--- src/rtl/reg_save_restore_pkg.sv ---
// Shared definitions for the register save/restore sequencer: default
// geometry, state encoding and a small helper for the sequence length.
package reg_save_restore_pkg;

    // Default geometry of the CPU register file and the backup stack.
    localparam int RSR_DATA_W     = 32;
    localparam int RSR_REG_ADDR_W = 4;
    localparam int RSR_FIRST_REG  = 1;   // r0 is hard zero and never saved
    localparam int RSR_LAST_REG   = 15;

    // Sequencer state encoding.
    typedef logic [2:0] rsr_state_t;

    localparam rsr_state_t S_IDLE         = 3'd0;
    localparam rsr_state_t S_SAVE         = 3'd1;
    localparam rsr_state_t S_SAVE_LAST    = 3'd2;
    localparam rsr_state_t S_RESTORE      = 3'd3;
    localparam rsr_state_t S_RESTORE_LAST = 3'd4;
    localparam rsr_state_t S_FINISH       = 3'd5;

    // Number of registers moved by one save or restore.
    function automatic int rsr_seq_len(input int first_reg, input int last_reg);
        return last_reg - first_reg + 1;
    endfunction

endpackage

--- src/rtl/reg_save_restore.sv ---
// Bulk register save/restore initiator. Save streams FIRST_REG..LAST_REG
// from the register file onto the backup stack; restore pops them back in
// reverse order so the register file ends up identical. A stall freezes the
// sequence without losing or duplicating any word.
module reg_save_restore
    import reg_save_restore_pkg::*;
#(
    parameter int DATA_W     = RSR_DATA_W,
    parameter int REG_ADDR_W = RSR_REG_ADDR_W,
    parameter int FIRST_REG  = RSR_FIRST_REG,
    parameter int LAST_REG   = RSR_LAST_REG
) (
    input  logic                  clk,
    input  logic                  reset,
    input  logic                  save_start,
    input  logic                  restore_start,
    input  logic                  stall,
    output logic                  busy,
    output logic                  done,
    output logic                  err,
    output logic [REG_ADDR_W-1:0] rf_raddr,
    input  logic [DATA_W-1:0]     rf_rdata,
    output logic [REG_ADDR_W-1:0] rf_waddr,
    output logic [DATA_W-1:0]     rf_wdata,
    output logic                  rf_we,
    output logic [DATA_W-1:0]     stk_d,
    output logic                  stk_push,
    output logic                  stk_pop,
    input  logic [DATA_W-1:0]     stk_q,
    output logic                  stk_clear,
    output logic                  stk_hold
);

    localparam logic [REG_ADDR_W-1:0] FIRST_A  = REG_ADDR_W'(FIRST_REG);
    localparam logic [REG_ADDR_W-1:0] LAST_A   = REG_ADDR_W'(LAST_REG);
    // Pop index of the final pop of a restore (N-1).
    localparam logic [REG_ADDR_W-1:0] LAST_CNT =
        REG_ADDR_W'(rsr_seq_len(FIRST_REG, LAST_REG) - 1);

    rsr_state_t            state_q, state_d;
    logic [REG_ADDR_W-1:0] cnt_q, cnt_d;
    logic [REG_ADDR_W-1:0] raddr_q, raddr_d;
    logic [REG_ADDR_W-1:0] waddr_q, waddr_d;
    logic                  err_q, err_d;
    logic [DATA_W-1:0]     hold_q, hold_d;
    logic                  hold_vld_q, hold_vld_d;

    logic                  active;
    logic                  run;
    logic                  save_pending;
    logic                  push_w;
    logic                  pop_w;
    logic                  we_w;
    logic [DATA_W-1:0]     save_word;

    // Strobe decode: everything is a function of the current state and stall,
    // so a stall removes the strobe in the very cycle it is raised.
    always_comb begin
        active       = (state_q != S_IDLE);
        run          = active && !stall;
        // rf_rdata carries a word waiting to be pushed in every save cycle
        // except the first one, which only launches the first read.
        save_pending = ((state_q == S_SAVE) && (raddr_q != FIRST_A)) ||
                       (state_q == S_SAVE_LAST);
        push_w       = run && save_pending;
        pop_w        = run && (state_q == S_RESTORE);
        // Writes trail the pops by one cycle: no write on the first pop,
        // the last write happens in RESTORE_LAST with no pop.
        we_w         = run && (((state_q == S_RESTORE) && (cnt_q != '0)) ||
                               (state_q == S_RESTORE_LAST));
        // rf_raddr has already advanced past the pending word when a stall
        // hits, so the register file re-reads the next address during the
        // stall; the pending word is parked in hold_q and pushed on resume.
        save_word    = hold_vld_q ? hold_q : rf_rdata;
    end

    assign busy      = active && (state_q != S_FINISH);
    assign done      = (state_q == S_FINISH) && !stall;
    assign err       = err_q;
    assign rf_raddr  = raddr_q;
    assign rf_waddr  = waddr_q;
    assign rf_we     = we_w;
    assign rf_wdata  = we_w ? stk_q : '0;
    assign stk_push  = push_w;
    assign stk_pop   = pop_w;
    assign stk_d     = push_w ? save_word : '0;
    assign stk_clear = 1'b0;
    assign stk_hold  = 1'b0;

    // Next-state logic for the sequencer, counters and the stall skid word.
    always_comb begin
        state_d    = state_q;
        cnt_d      = cnt_q;
        raddr_d    = raddr_q;
        waddr_d    = waddr_q;
        err_d      = 1'b0;
        hold_d     = hold_q;
        hold_vld_d = hold_vld_q;

        // Park the pending save word on the first stalled cycle only; later
        // stalled cycles already see the re-read of the next address.
        if (stall && save_pending && !hold_vld_q) begin
            hold_d     = rf_rdata;
            hold_vld_d = 1'b1;
        end
        if (push_w) begin
            hold_vld_d = 1'b0;
        end

        case (state_q)
            S_IDLE: begin
                if (save_start && restore_start) begin
                    err_d = 1'b1;
                end else if (save_start) begin
                    state_d = S_SAVE;
                    raddr_d = FIRST_A;
                    cnt_d   = FIRST_A;
                end else if (restore_start) begin
                    state_d = S_RESTORE;
                    cnt_d   = '0;
                    waddr_d = LAST_A;
                end
            end

            S_SAVE: begin
                if (!stall) begin
                    if (raddr_q == LAST_A) begin
                        // Last read is in flight; its word is pushed next.
                        state_d = S_SAVE_LAST;
                    end else begin
                        raddr_d = raddr_q + 1'b1;
                        cnt_d   = cnt_q + 1'b1;
                    end
                end
            end

            S_SAVE_LAST: begin
                if (!stall) begin
                    state_d = S_FINISH;
                end
            end

            S_RESTORE: begin
                if (!stall) begin
                    if ((cnt_q != '0) && (waddr_q != FIRST_A)) begin
                        waddr_d = waddr_q - 1'b1;
                    end
                    if (cnt_q == LAST_CNT) begin
                        state_d = S_RESTORE_LAST;
                    end else begin
                        cnt_d = cnt_q + 1'b1;
                    end
                end
            end

            S_RESTORE_LAST: begin
                if (!stall) begin
                    state_d = S_FINISH;
                end
            end

            S_FINISH: begin
                if (!stall) begin
                    state_d = S_IDLE;
                end
            end

            default: begin
                state_d = S_IDLE;
            end
        endcase
    end

    // State registers; reset abandons any sequence without a done pulse.
    always_ff @(posedge clk) begin
        if (reset) begin
            state_q    <= S_IDLE;
            cnt_q      <= '0;
            raddr_q    <= '0;
            waddr_q    <= '0;
            err_q      <= 1'b0;
            hold_q     <= '0;
            hold_vld_q <= 1'b0;
        end else begin
            state_q    <= state_d;
            cnt_q      <= cnt_d;
            raddr_q    <= raddr_d;
            waddr_q    <= waddr_d;
            err_q      <= err_d;
            hold_q     <= hold_d;
            hold_vld_q <= hold_vld_d;
        end
    end

endmodule

--- config.mk ---
export PLATFORM = sky130hd
export DESIGN_NAME = reg_save_restore
export DESIGN_NICKNAME = d
export VERILOG_FILES = /design/src/rtl/reg_save_restore_pkg.sv /design/src/rtl/reg_save_restore.sv
export SDC_FILE = /design/constraint.sdc
export NUM_CORES = 1
export LEC_CHECK = 0
export CELL_PAD_IN_SITES_DETAIL_PLACEMENT = 1
export CELL_PAD_IN_SITES_GLOBAL_PLACEMENT = 1
export CORE_MARGIN = 5
export CORE_UTILIZATION = 29
export CTS_BUF_LIST = sky130_fd_sc_hd__clkbuf_16
export DETAILED_ROUTE_END_ITERATION = 10
export PLACE_DENSITY = 0.92
export SYNTH_ARGS = -nofsm -noshare
export SYNTH_HDL_FRONTEND = slang
export SYNTH_SLANG_ARGS = --single-unit
--- constraint.sdc ---
create_clock -name clk -period 2.75 [get_ports clk]
set_input_delay 0.825 -clock clk [delete_from_list [all_inputs] [get_ports clk]]
set_output_delay 0.825 -clock clk [all_outputs]
set_load 0.05 [all_outputs]
Yosys cells after proc, flatten, opt, wreduce, memory -nomap -nowiden. Cells that the tools add are included.

Bits in registers: 49. Bits in latches: 0. Memory bits (writable): 0. Memory bits (read-only): 0. Output and inout port bits: 80. Word-level logic and storage cells: 97. Memories: 0.

Add/subtract/negate cells: 3. $mul: 0. Divide/modulo/power cells: 0. Magnitude comparators: 0. Equality and inequality tests: 24. Shift operators: 0. Muxes and demuxes: 33. Bitwise logic cells: 1. Reductions and logical operators: 29.

Operators by type and width (count): $mux W32 (3); $mux W4 (16); $mux W3 (9); $ne A2 B2 Y1 const B (10); $pmux W4 S2 (2); $pmux W3 S5 (1); $logic_and A1 B1 Y1 (12); $pmux W4 S3 (1); $add A4 B1 Y4 const B (2); $eq A4 B4 Y1 const B (2); $ne A4 B1 Y1 const B (2); $reduce_and A8 Y1 (1); $reduce_and A7 Y1 (1); $eq A3 B2 Y1 const B (2); $eq A3 B3 Y1 const B (2); $ne A2 B1 Y1 const B (3); $ne A3 B3 Y1 const B (2); $reduce_and A6 Y1 (1); $reduce_bool A3 Y1 (2); $reduce_or A2 Y1 (3); $reduce_and A5 Y1 (1); $reduce_bool A2 Y1 (2); $reduce_bool A4 Y1 (1); $sub A4 B1 Y4 const B (1); other kinds (6) (8).

Longest topological paths before layout.
Depth in word-level cells: 5. Gate-level depth with buffers: 7. Depth with buffers taken out: 6.

Worst setup path before layout. No wires, ideal clock.

Path type: reg-to-output. Start point: register raddr_q[1] (netlist: rf_raddr[1]). End point: output port stk_d[10]. Arrival: 2421 ps. Path slack: -496 ps. Stages on the path, launching flop included: 8. Cell sequence: dfxtp_1 > inv_1 > ha_1 > nor3b_1 > o21ai_1 > nand3_1 > clkbuf_1 > nor2_1.

Cells in the longest elaborated chain, start to end: 5.

RTL lines: from (decl) (RTL line reg_save_restore.sv:42) `logic [REG_ADDR_W-1:0] raddr_q, raddr_d;`; from (signal assigned) (RTL line reg_save_restore.sv:187) `raddr_q <= raddr_d;`; $ne A4 B1 Y1 (RTL line reg_save_restore.sv:63) `save_pending = ((state_q == S_SAVE) && (raddr_q != FIRST_A)) ||`; $logic_and A1 B1 Y1 (RTL line reg_save_restore.sv:63); $logic_or A1 B1 Y1 (RTL line reg_save_restore.sv:63); $logic_and A1 B1 Y1 (RTL line reg_save_restore.sv:65) `push_w = run && save_pending;`; $mux W32 (RTL line reg_save_restore.sv:86) `assign stk_d = push_w ? save_word : '0;`; to (decl) (RTL line reg_save_restore.sv:26) `output logic [DATA_W-1:0] stk_d,`.

No other way between the ends.

Final worst setup path.
Start point: register state_q[0]. End point: output port rf_wdata[10].

Cells in the longest elaborated chain, start to end: 5. Elaborated cells on any way between the ends: 8. Classes of those cells: eq/ne: 2; mux: 1; reduce/logical: 5.

RTL lines: from (decl) (RTL line reg_save_restore.sv:40) `rsr_state_t state_q, state_d;`; from (signal assigned) (RTL line reg_save_restore.sv:185) `state_q <= state_d;`; $eq A3 B2 Y1 (RTL line reg_save_restore.sv:69) `we_w = run && (((state_q == S_RESTORE) && (cnt_q != '0)) ||`; $logic_and A1 B1 Y1 (RTL line reg_save_restore.sv:69); $logic_or A1 B1 Y1 (RTL line reg_save_restore.sv:69); $logic_and A1 B1 Y1 (*) (RTL line reg_save_restore.sv:69); $mux W32 (*) (RTL line reg_save_restore.sv:83) `assign rf_wdata = we_w ? stk_q : '0;`; to (decl) (RTL line reg_save_restore.sv:24) `output logic [DATA_W-1:0] rf_wdata,`.

Every way passes the cells marked *; elsewhere a longest branch is shown, timed or not.

==> reports/results.tsv <==
metric	value	unit
status	complete, but fails checks	
failing checks	negative setup slack	
I/O pins	149	
R2R Path Start	state_q[2]	
worst reg2reg setup slack	0.40	ns
TritonRoute pass-1 iters	7	
Worst Path Max Fanout	8	
Syn Area/Cell	7.95	sq um
Post-Synth Adder-Cell Area	0.0276	
Nets	642	
CP Capture Type	primary output	
pins over their slew limit	0	
synth top area cells	dfxtp_1, mux2i_1, nand2_1, and2_1, nor2_1	
first-pass GRT wire length	22200	um
static leakage power	2.36	nW
reg2reg path depth	6	
vias in the first global route	4123	
crit path launch type	register	
# setup viols final	23	
Max-Cap Viols	0	
Worst Path Arrival	1.95	ns
DP Wirelength	10100	um
clk buf depth	2	
Least-Margin Pin Slew	0.588	ns
Gate Count Post-Synth	399	
All-Layer GR Usage	0.212	
Setup crit end	rf_wdata[10]	
Initial Util	0.294	
R2R Path End	rf_waddr[1]	
commonest cells after routing, fill and taps aside	clkdlybuf4s50_1, nand2_1, buf_12	
WL final	14400	um
CP most frequent cell	buf_6	
compound-gate portion of the synthesized area	0.108	
Setup Crit Path Kind	register to primary output	
Multi-input gate area	2390	sq um
hold wc startpoint	hold_q[5]	
Worst Hold Class	register to register	
largest net degree at the start of global routing	39	
Worst Path Required	1.93	ns
clk_lat worst skew	0.29	ns
share of layout cells above drive strength 1	0.369	
initial antenna violation count	0	
worst path cell trace	buf_6, or3_4, a21oi_4, buf_6, and2_4, buf_12	
Synth cell types	49	
Post-synth EDFFs	0	
DRC	0	
final critical-path share of the clock period	1.01	
commonest non-fill, non-tap cell in the layout	clkdlybuf4s50_1	
RSZ-0062 raised after global routing	yes	
post-synthesis mux area share	0.208	
Iteration-0 DRC Markers	197	
Hold Violations, Final	0	
core region area	10800	sq um
#FFs+latches synth	49	
register area	1000	sq um
number of diodes	0	
Async SR Flop Fraction	0	
routed vias/inst	5.24	
ys flop type	dfxtp_1	
largest family of logic cells by synthesized area	simple AND/OR/NAND/NOR gates	
largest area contributor in the netlist	dfxtp_1	
setup ws final	-0.0210	ns
Critical Path Source	state_q[0]	
post-synth top area share	0.309	
Crit-path slowest cell	or3_4	
Layout area overhead	101	%
antenna viol nets, final	0	
relative slew slack	0.604	
grt total ovfl	0	
Root Driver	clkbuf_16	
final critical-path required period	2.77	ns
TritonCTS Buffers	5	
Power Dens Cells	810	nW/um^2
Clk pin slew, worst setup/hold paths	0.07	ns
fmax	361	MHz
chip width	115	um
vias post-DR	3702	
CTS tree	done	
die area	13100	sq um
Syn Std Cell Area	3170	sq um
Worst VDD drop	523	uV
Sink Count	49	
wire per inst	20.4	um
crit-path max cell delay	0.37	ns
Seq/Total Area, Yosys	0.309	
Filler cells	1156	
GP Congestion	0.879	
Die Ht	115	um
simple-gate share of the synthesized area	0.286	
Placement Setup Slack	-0.400	ns
hold_ws	0.462	ns
yosys warns	0	
Synth Area in XOR/XNOR	0	
H-tree levels	2	
Std-Cell Rows	38	
clock skew	0.0102	ns
port buffer count	146	
==> cells by family (layout without fill, tap and decap cells) <==
group	after synthesis	in the layout
DFF	49	49
and+or+nand+nor	187	188
muxes	66	66
adders and majority gates	7	7
AOI/OAI and AO/OA	46	46
buffers and inverters	43	209
other	1	2
==> worst min path at each step <==
stage | end | slack, ns | depth (start not counted)
2_1_floorplan | hold_q[0] | 0.43 | 2
3_3_place_gp | hold_q[30] | 0.44 | 2
3_5_place_dp | hold_q[9] | 0.45 | 2
4_1_cts | hold_q[5] | 0.46 | 2
5_1_grt | hold_q[5] | 0.48 | 2
6_report | hold_q[5] | 0.46 | 2
==> layout make-up <==
class,instances,area share
Clock inverter,3,0.00669
Tap cell,140,0.0275
Clock buffer,5,0.0197
Timing Repair Buffer,188,0.404
Sequential cell,49,0.157
Multi-Input combinational cell,309,0.376
Inverter,13,0.00904
==> stage by stage <==
stage | TNS [ns] | utilization | power, mW | area (sq um) | cells
floorplan | -0.476 | - | 2.78 | 3430 | 400
global placement | -20.05 | 0.541 | 3.95 | 5840 | 679
detailed placement | -24.05 | 0.541 | 4.07 | 5840 | 679
CTS | -0.117 | 0.581 | 5.03 | 6280 | 700
global route | -2.45 | 0.590 | 5.37 | 6360 | 707
finish | -0.250 | 0.590 | 5.15 | 6360 | 707
==> power breakdown <==
part	internal [mW]	switching, mW	total [mW]	leakage (nW)
Combinational	1.55	1.86	3.42	1.87
Clock	0.429	0.288	0.716	0.0852
Sequential	0.864	0.156	1.02	0.403
Total	2.85	2.30	5.15	2.36
==> worst max-delay path, delay by kind of cell, from the launching register on <==
kind            cells  cell delay (ns)
compound gates      1             0.30
flops               1             0.36
buf+inv             3             0.45
simple gates        2             0.53
==> synthesized netlist by cell type (all sizes together) (6+ instances only) <==
| master | count |
|---|---|
| nand2b | 6 |
| nand2 | 74 |
| mux2i | 66 |
| dfxtp | 49 |
| ha | 7 |
| a21oi | 11 |
| buf | 9 |
| and2 | 34 |
| nor2 | 40 |
| nand3 | 9 |
| inv | 13 |
| clkbuf | 21 |
==> timing repair <==
item	4_1_cts	5_1_grt
hold buffers	0	0
endpoints found under the setup margin	68	58
gates resized for setup	49	24
cloned	5	0
setup buffers	8	7
pin swaps	6	29
hold endpoints to repair	0	0
==> routing by layer <==
metal	GRT usage	wire, um	vias to the layer above
met5	0	0	-
met4	0.0649	385	0
met3	0.0396	686	38
met2	0.416	8330	133
met1	0.225	5040	1833
li1	-	-	1698
==> flip-flops by register name (all words and copies together) (netlist names) <==
register and count:
hold_vld_q 1, cnt_q 4, err 1, hold_q 32, state_q 3, rf_waddr 4, rf_raddr 4
Note: power is estimated with default switching activity, not from simulation.
